### config.mk
export PLATFORM = sky130hd
export DESIGN_NAME = uart_tx_arb
export DESIGN_NICKNAME = d
export VERILOG_FILES = /design/src/rtl/uart_tx_arb.sv
export SDC_FILE = /design/constraint.sdc
export NUM_CORES = 1
export LEC_CHECK = 0
export ABC_CLOCK_PERIOD_IN_PS = 2600
export CELL_PAD_IN_SITES_DETAIL_PLACEMENT = 0
export CELL_PAD_IN_SITES_GLOBAL_PLACEMENT = 1
export CORE_MARGIN = 2
export CORE_UTILIZATION = 33
export DETAILED_ROUTE_END_ITERATION = 7
export GPL_TIMING_DRIVEN = 0
export PLACE_DENSITY = 0.85
export SETUP_SLACK_MARGIN = 0.05
export SYNTH_ARGS = -nofsm -noshare
export SYNTH_HDL_FRONTEND = slang
export SYNTH_SLANG_ARGS = --single-unit
### constraint.sdc
create_clock -name i_clk -period 2.6 [get_ports i_clk]
set_clock_uncertainty 0.05 [all_clocks]
set_input_delay 0.39 -clock i_clk [delete_from_list [all_inputs] [get_ports i_clk]]
set_output_delay 0.39 -clock i_clk [all_outputs]
set_load 0.05 [all_outputs]
### src/rtl/uart_tx_arb.sv
// ============================================================================
// Module   : uart_tx_arb
// Brief    : Round-robin packet arbiter feeding a UART TX FIFO, optional
//            channel-ID header byte and mid-packet idle timeout abort.
// Revision : 1.0
// ============================================================================
`default_nettype none

module uart_tx_arb #(
    parameter int unsigned P_REQ_CNT = 4,
    parameter int unsigned P_BIT_CNT = 8,
    parameter int unsigned P_HDR_EN  = 1,
    parameter int unsigned P_TIMEOUT = 1024
) (
    input  logic                           i_clk,
    input  logic                           i_rst,
    input  logic [P_REQ_CNT-1:0]           i_req_valid,
    input  logic [P_REQ_CNT*P_BIT_CNT-1:0] i_req_data,
    input  logic [P_REQ_CNT-1:0]           i_req_last,
    output logic [P_REQ_CNT-1:0]           o_req_ready,
    output logic [P_BIT_CNT-1:0]           o_fifo_wr_data,
    output logic                           o_fifo_wr_en,
    input  logic                           i_fifo_full,
    output logic [P_REQ_CNT-1:0]           o_grant,
    output logic                           o_abort
);

    localparam int unsigned c_ptr_w = $clog2(P_REQ_CNT);
    localparam int unsigned c_cnt_w = $clog2(P_TIMEOUT) + 1;
    localparam logic [c_cnt_w-1:0] c_to_last =
        (P_TIMEOUT == 0) ? '0 : c_cnt_w'(P_TIMEOUT - 1);
    localparam logic [P_BIT_CNT-1:0] c_hdr_msb = {1'b1, {(P_BIT_CNT-1){1'b0}}};
    localparam logic [P_REQ_CNT-1:0] c_one     = {{(P_REQ_CNT-1){1'b0}}, 1'b1};

    typedef enum logic [1:0] {
        s_idle = 2'd0,
        s_hdr  = 2'd1,
        s_data = 2'd2
    } state_t;

    state_t               r_state;
    logic [P_REQ_CNT-1:0] r_grant;
    logic [c_ptr_w-1:0]   r_owner;
    logic [c_ptr_w-1:0]   r_ptr;
    logic [c_cnt_w-1:0]   r_cnt;
    logic                 r_abort;

    logic                 w_found;
    logic [c_ptr_w-1:0]   w_pick;
    logic [c_ptr_w-1:0]   w_next_ptr;
    logic                 w_xfer;
    logic                 w_timeout;
    logic [P_BIT_CNT-1:0] w_hdr;
    logic [P_BIT_CNT-1:0] w_owner_data;

    function automatic logic [c_ptr_w-1:0] f_wrap(input int v);
        return (v >= int'(P_REQ_CNT)) ? c_ptr_w'(v - int'(P_REQ_CNT)) : c_ptr_w'(v);
    endfunction

    // Scan offsets high to low so the smallest offset from the pointer wins.
    always_comb begin
        w_found = 1'b0;
        w_pick  = r_ptr;
        for (int i = int'(P_REQ_CNT) - 1; i >= 0; i--) begin
            if (i_req_valid[f_wrap(int'(r_ptr) + i)]) begin
                w_found = 1'b1;
                w_pick  = f_wrap(int'(r_ptr) + i);
            end
        end
    end

    assign w_next_ptr   = f_wrap(int'(r_owner) + 1);
    assign w_owner_data = i_req_data[int'(r_owner)*P_BIT_CNT +: P_BIT_CNT];
    assign w_hdr        = c_hdr_msb | P_BIT_CNT'(r_owner);
    assign w_xfer       = (r_state == s_data) && i_req_valid[r_owner] && !i_fifo_full;
    // A full FIFO freezes the idle count, so only requester silence can abort.
    assign w_timeout    = (P_TIMEOUT != 0) && (r_state == s_data) && !i_fifo_full &&
                          !w_xfer && (r_cnt == c_to_last);

    always_comb begin
        o_req_ready    = '0;
        o_fifo_wr_en   = 1'b0;
        o_fifo_wr_data = '0;
        case (r_state)
            s_hdr: begin
                o_fifo_wr_en   = !i_fifo_full;
                o_fifo_wr_data = w_hdr;
            end
            s_data: begin
                o_req_ready[r_owner] = !i_fifo_full;
                o_fifo_wr_en         = w_xfer;
                o_fifo_wr_data       = w_owner_data;
            end
            default: ;
        endcase
    end

    assign o_grant = r_grant;
    assign o_abort = r_abort;

    always_ff @(posedge i_clk or posedge i_rst) begin
        if (i_rst) begin
            r_state <= s_idle;
            r_grant <= '0;
            r_owner <= '0;
            r_ptr   <= '0;
            r_cnt   <= '0;
            r_abort <= 1'b0;
        end else begin
            r_abort <= 1'b0;
            case (r_state)
                s_idle: begin
                    if (w_found) begin
                        r_grant <= c_one << w_pick;
                        r_owner <= w_pick;
                        r_cnt   <= '0;
                        r_state <= (P_HDR_EN != 0) ? s_hdr : s_data;
                    end
                end
                s_hdr: begin
                    if (!i_fifo_full) begin
                        r_cnt   <= '0;
                        r_state <= s_data;
                    end
                end
                s_data: begin
                    if (w_xfer) begin
                        r_cnt <= '0;
                        if (i_req_last[r_owner]) begin
                            r_state <= s_idle;
                            r_grant <= '0;
                            r_ptr   <= w_next_ptr;
                        end
                    end else if (w_timeout) begin
                        r_cnt   <= '0;
                        r_state <= s_idle;
                        r_grant <= '0;
                        r_ptr   <= w_next_ptr;
                        r_abort <= 1'b1;
                    end else if (!i_fifo_full && (P_TIMEOUT != 0)) begin
                        r_cnt <= r_cnt + 1'b1;
                    end
                end
                default: r_state <= s_idle;
            endcase
        end
    end

endmodule

`default_nettype wire

==> metrics.md, run 1 <==
| Metric | Value |
|---|---|
| Floorplan core area | `5042 µm²` |
| FF-to-FF Start | `r_state[1]$_DFFE_PP0P_` |
| F_max | `410.0 MHz` |
| TritonCTS buffer count | `3` |
| Final-report max-slew violation count | `0` |
| Antenna viol nets, final | `0` |
| Crit path time final | `2.439 ns` |
| Routed WL | `4516 µm` |
| Synth area leader | `dfrtp_1` |
| Synth top area cells | `dfrtp_1 32%, mux4_2 11%, ha_1 6.6%, mux2_2 4.0%, nand2_1 3.5%` |
| Simple-gate portion of the synthesized area | `0.2242` |
| Vias in the first global route | `1641` |
| Tot GR Track Use | `0.1642` |
| Type of the tightest min-delay check | `flop to flop` |
| Nets | `295` |
| Syn Nets | `231` |
| Synth Area in Adders | `0.06593` |
| Main flop type after synthesis | `dfrtp_1` |
| Number of port buffers | `59` |
| Drt drc | `0` |
| Warnings, synthesis | `0` |
| # hold bufs at CTS | `0` |
| Initial Util | `0.3387` |
| Initial antenna violation count | `0` |
| Fillers | `484` |
| Largest family of logic cells by synthesized area | `simple AND/OR/NAND/NOR gates` |
| Status | `completed` |
| Rel. slew slack | `0.2645` |
| Worst r2r dst | `r_cnt[10]$_DFFE_PP0P_` |
| Data arrival, critical path | `2.57 ns` |
| Worst Hold Launch | `o_grant[3]$_DFFE_PP0P_` |
| Hold endpoint | `o_grant[3]$_DFFE_PP0P_` |
| Vert. Die Dim | `75.94 µm` |
| Via Count | `1614` |
| Routability cong. | `0.7557` |
| Drt initial violations | `51` |
| Dpl hpwl | `3608 µm` |
| Final antenna diode count | `0` |
| Clk sink count | `22` |
| Synthesized area per cell | `9.541 µm²` |
| IO Pins | `61` |
| Setup CP Type | `input pin to flop` |
| P_leak | `0.001007 µW` |
| Final hold viol count | `0` |
| Worst path required time | `2.73 ns` |
| Worst Setup Start Kind | `input pin` |
| Post-synthesis register bit count | `22` |
| Clock Latency Late Sink | `0.26 ns` |
| DRT Pass-1 Iters | `4` |
| Setup violators final | `0` |
| Grt total ovfl | `0` |
| Compound-gate portion of the synthesized area | `0.1817` |
| Synth top area share | `0.3223` |
| Mapped Cells | `179` |
| Post-synthesis sequential area ratio | `0.3223` |
| Maximum clock path buffer count | `2` |
| TritonCTS clock tree | `done` |
| Worst Hold Depth | `1` |
| Fin cells | `312` |
| Post-synthesis mux area share | `0.1744` |
| Largest net degree at the start of global routing | `23` |
| Reg2Reg Depth | `6` |
| PwrDens | `834.2 nW/µm²` |
| Die Width | `75.94 µm` |
| Crit share post-route | `0.9381` |
| Rows | `26` |
| CP max FO | `6` |
| Max IR drop VDD | `596.5 µV` |
| Layout cells sized above 1 | `0.1694` |
| Vias per cell | `5.173` |
| Worst-path clk slew | `0.08 ns` |
| Most frequent cells in the layout | `46 x clkdlybuf4s50_1, 21 x dfrtp_1, 16 x nand2_1` |
| Pwr Total | `2070 µW` |
| Cell Count Post-Placement | `308` |
| Synth Area in XOR/XNOR | `0` |
| H-tree levels | `1` |
| Asr flop ratio synth | `1.000` |
| CP Capture Type | `flop` |
| Clock Tree Root | `clkbuf_8` |
| Post-synth cell types | `38` |
| R2R setup slack | `0.17 ns` |
| RSZ-0062 raised after global routing | `no` |
| Area grow syn2layout | `45.27%` |
| Die area | `5767 µm²` |
| Commonest non-fill, non-tap cell in the layout | `clkdlybuf4s50_1` |
| First-pass GRT wire length | `7879 µm` |
| Mapped cell area | `1708 µm²` |
| Slew @ Worst Pin | `1.097 ns` |
| Max_cap viols | `0` |
| Post-synth EDFFs | `0` |
| Routed WL per cell | `14.47 µm` |
## through the flow
step / util / hold WS, ns / area [µm²] / setup WS (ns) / TNS, ns
2_1_floorplan: - / 0.3292 / 1708 / 0.2286 / 0
3_3_place_gp: 0.4732 / 0.4274 / 2386 / -0.3609 / -2.912
3_5_place_dp: 0.4732 / 0.4348 / 2386 / -0.3562 / -2.720
4_1_cts: 0.4918 / 0.4462 / 2480 / 0.03656 / 0
5_1_grt: 0.4921 / 0.4642 / 2481 / 0.05251 / 0
6_report: 0.4921 / 0.4458 / 2481 / 0.1610 / 0
## flip-flops by register name (all words and copies together), names as in the netlist
signal / cells
o_grant: 4
r_state: 2
r_owner: 2
r_ptr: 2
r_cnt: 11
o_abort: 1
## synthesized netlist by cell type, drive strengths merged, types with 6 or more instances
cell type and number:
o21ai 7, nand3 9, nor2 7, and2 7, and3 9, ha 9, dfrtp 22, inv 8
a21oi 11, nand2 16, a31oi 7, mux4 8, mux2 6
## where the power goes
part           leakage, µW  internal, µW  switching, µW
logic             0.000677           537            730
clock network    0.0000357           205            112
registers         0.000295           416           69.5
## cells by family (layout without fill, tap and decap cells)
group	Yosys count	in the layout
mux	19	19
buf+inv	14	77
simple gates	69	69
fa+ha+maj	9	9
compound gates	46	46
flops	22	22
## area by class of cell
type	instances	area, µm²	area share
Buffer	5	31.28	0.01261
Clock buffer	3	41.29	0.01664
Inverter	8	30.03	0.01210
Clock inverter	1	30.03	0.01210
Multi-Input combinational cell	143	1109	0.4468
Sequential cell	22	551.8	0.2224
Tap cell	70	87.58	0.03530
Timing Repair Buffer	60	600.6	0.2421
## worst max path at each step
stage                            from                    to  slack, ns  depth (start not counted)
2_1_floorplan  r_state[0]$_DFFE_PP0P_          o_fifo_wr_en       0.23                          6
3_3_place_gp   r_state[0]$_DFFE_PP0P_     o_fifo_wr_data[1]      -0.36                          8
3_5_place_dp   r_state[0]$_DFFE_PP0P_     o_fifo_wr_data[1]      -0.36                          8
4_1_cts        r_state[0]$_DFFE_PP0P_     o_fifo_wr_data[1]       0.04                          7
5_1_grt        r_owner[0]$_DFFE_PP0P_     o_fifo_wr_data[7]       0.05                          5
6_report               i_req_valid[3]  r_cnt[3]$_DFFE_PP0P_       0.16                          7
## what timing repair did
| item | 4_1_cts | 5_1_grt |
|---|---|---|
| setup buffers | 0 | 1 |
| resized for setup | 44 | 9 |
| pin swaps | 0 | 0 |
| setup endpoints to repair | 13 | 12 |
## routing by layer
layer	share of wire	vias up	routed length, µm	GRT usage
met4	0.0082	0	37	0.03273
met1	0.46	779	2072	0.2157
li1	-	805	-	-
met3	0.032	4	145	0.03810
met2	0.50	26	2260	0.2786
met5	0	-	0	0
## worst max-delay path, stage by stage
cell and delay (ns):
clkdlybuf4s50_1 0.50, mux4_2 0.58, buf_4 0.18, a2111o_1 0.48, nor3_1 0.22, nor2_1 0.06
a31oi_1 0.15
(Power assumes the default switching activity.)
==> run 2, diff against run 1 <==
--- a/config.mk
+++ b/config.mk
@@ -11,6 +11,7 @@
 export CORE_MARGIN = 2
 export CORE_UTILIZATION = 33
 export DETAILED_ROUTE_END_ITERATION = 7
+export GPL_ROUTABILITY_DRIVEN = 1
 export GPL_TIMING_DRIVEN = 0
 export PLACE_DENSITY = 0.85
 export SETUP_SLACK_MARGIN = 0.05
==> results of run 2 <==
No change in the layout: final DEF, timing and power equal those of run 1.
==> run 3, diff against run 2 <==
--- a/config.mk
+++ b/config.mk
@@ -12,7 +12,7 @@
 export CORE_UTILIZATION = 33
 export DETAILED_ROUTE_END_ITERATION = 7
 export GPL_ROUTABILITY_DRIVEN = 1
-export GPL_TIMING_DRIVEN = 0
+export GPL_TIMING_DRIVEN = 1
 export PLACE_DENSITY = 0.85
 export SETUP_SLACK_MARGIN = 0.05
 export SYNTH_ARGS = -nofsm -noshare
==> metrics.md, run 3 (synthesis gave the netlist of run 1 again) <==
| Metric | Value |
|---|---|
| Sequential share of power | `0.243` |
| TritonCTS clock tree | `done` |
| Initial Util | `0.3387` |
| Cts repair resizes | `0` |
| PwrDens | `806.4 nW/µm²` |
| Rows | `26` |
| Final antenna diode count | `0` |
| Grt total ovfl | `0` |
| Commonest non-fill, non-tap cell in the layout | `clkdlybuf4s50_1` |
| Largest net degree at the start of global routing | `23` |
| Die area | `5767 µm²` |
| Vias in the first global route | `1610` |
| Sum Neg Setup Slack | `0 ns` |
| Worst path most repeated cell | `buf_4` |
| Rel. slew slack | `0.5910` |
| # hold bufs at CTS | `0` |
| Crit path max-delay family | `buffers and inverters` |
| Most frequent cells in the layout | `47 x clkdlybuf4s50_1, 22 x dfrtp_1, 22 x buf_4` |
| Final hold viol count | `0` |
| Clk sink count | `22` |
| Worst-path clk slew | `0.08 ns` |
| Max IR drop VDD | `664.1 µV` |
| Routed WL per cell | `14.75 µm` |
| Worst path bufs/invs | `3` |
| Nets | `304` |
| Die Width | `75.94 µm` |
| DRT Pass-1 Iters | `5` |
| P_leak | `0.001086 µW` |
| Status | `completed` |
| IO Pins | `61` |
| First-pass GRT wire length | `7803 µm` |
| Routability cong. | `0.7819` |
| Layout cells sized above 1 | `0.1952` |
| Final-report max-slew violation count | `0` |
| Clock Tree Root | `clkbuf_8` |
| Floorplan core area | `5042 µm²` |
| Via Count | `1668` |
| Setup bufs post-CTS | `0` |
| Critical Path, Cell by Cell | `buf_4 -> buf_4 -> mux4_2 -> a21oi_1 -> nor2b_1 -> buf_4` |
| Worst path required time | `2.16 ns` |
| Type of the tightest min-delay check | `input pin to async pin` |
| Setup CP Type | `flop to output pin` |
| CP max FO | `7` |
| Vias per cell | `5.196` |
| Cell area after layout | `2567 µm²` |
| Max_cap viols | `0` |
| Antenna viol nets, final | `0` |
| Crit path time final | `2.410 ns` |
| Vert. Die Dim | `75.94 µm` |
| Int Power | `1131 µW` |
| Largest Register | `r_cnt` |
| Critical path's slowest cell | `mux4_2` |
| Cell Count Post-Placement | `317` |
| Crit path largest cell delay | `0.51 ns` |
| Number of port buffers | `60` |
| Tot GR Track Use | `0.1642` |
| TritonCTS buffer count | `3` |
| NetSw | `939.6 µW` |
| Setup violators final | `0` |
| Initial antenna violation count | `0` |
| RSZ-0062 raised after global routing | `no` |
| Drt drc | `0` |
| Maximum clock path buffer count | `2` |
| Max reg flops | `11` |
| Clock power share | `0.119` |
| Clock Latency Late Sink | `0.26 ns` |
| Drt initial violations | `67` |
| Dpl hpwl | `3789 µm` |
| H-tree levels | `1` |
| Combinational share of power | `0.638` |
| Area grow syn2layout | `50.33%` |
| F_max | `414.9 MHz` |
| Crit share post-route | `0.9269` |
| Worst Setup Start Kind | `flop` |
| Slew @ Worst Pin | `0.6085 ns` |
| Routed WL | `4735 µm` |
| Placed inst area | `2507 µm²` |
| Data arrival, critical path | `1.97 ns` |
| Sw Share | `0.4538` |
| Pwr Total | `2071 µW` |
| Fin cells | `321` |
| CP Capture Type | `output pin` |
## run 3: final timing paths
check	startpoint	to	slack, ns	cells past startpoint
min in group i_clk	o_grant[2]$_DFFE_PP0P_	o_grant[2]$_DFFE_PP0P_	0.45	1
worst max register to register	r_owner[1]$_DFFE_PP0P_	r_cnt[4]$_DFFE_PP0P_	0.44	5
worst min register to register	o_grant[2]$_DFFE_PP0P_	o_grant[2]$_DFFE_PP0P_	0.45	1
worst max-delay path	r_owner[0]$_DFFE_PP0P_	o_fifo_wr_data[7]	0.19	6
worst min-delay path	i_rst	o_grant[1]$_DFFE_PP0P_	0.40	3
max in group asynchronous	i_rst	r_cnt[7]$_DFFE_PP0P_	1.87	3
## run 3: stage by stage
stage | hold slack (ns) | util | setup slack [ns]
final | 0.4036 | 0.5092 | 0.1900
after global routing | 0.4500 | 0.5092 | 0.06339
after CTS | 0.4144 | 0.5082 | 0.1526
after detailed placement | 0.4298 | 0.4973 | 0.1206
after global placement | 0.4342 | 0.4973 | 0.1217
after floorplan | 0.3292 | - | 0.2286
## run 3: power by group through the flow
stage          registers [µW]  clock network [µW]  logic (µW)
6_report                  504                 246        1320
5_1_grt                   517                 268        1420
4_1_cts                   505                 253        1320
3_5_place_dp              513                   0        1310
3_3_place_gp              512                   0        1310
2_1_floorplan             559                   0         820
## run 3: per-layer routing
| metal | GRT usage | wire length (µm) |
|---|---|---|
| met5 | 0 | 0 |
| met4 | 0.03636 | 45 |
| met3 | 0.02381 | 178 |
| met2 | 0.2839 | 2332 |
| met1 | 0.2189 | 2178 |
## run 3: tightest hold or removal path, cell delays in order
cell and delay (ns):
clkdlybuf4s50_1 0.39, inv_1 0.05, buf_4 0.28
## run 3: final cells by class
class	count	area, µm²
fillers	470	2475
multi-input cells	143	1109
repair buffers	74	735.7
flip-flops and latches	22	550.5
well taps	70	87.58
clock buffers	4	55.05
inverters	8	30.03
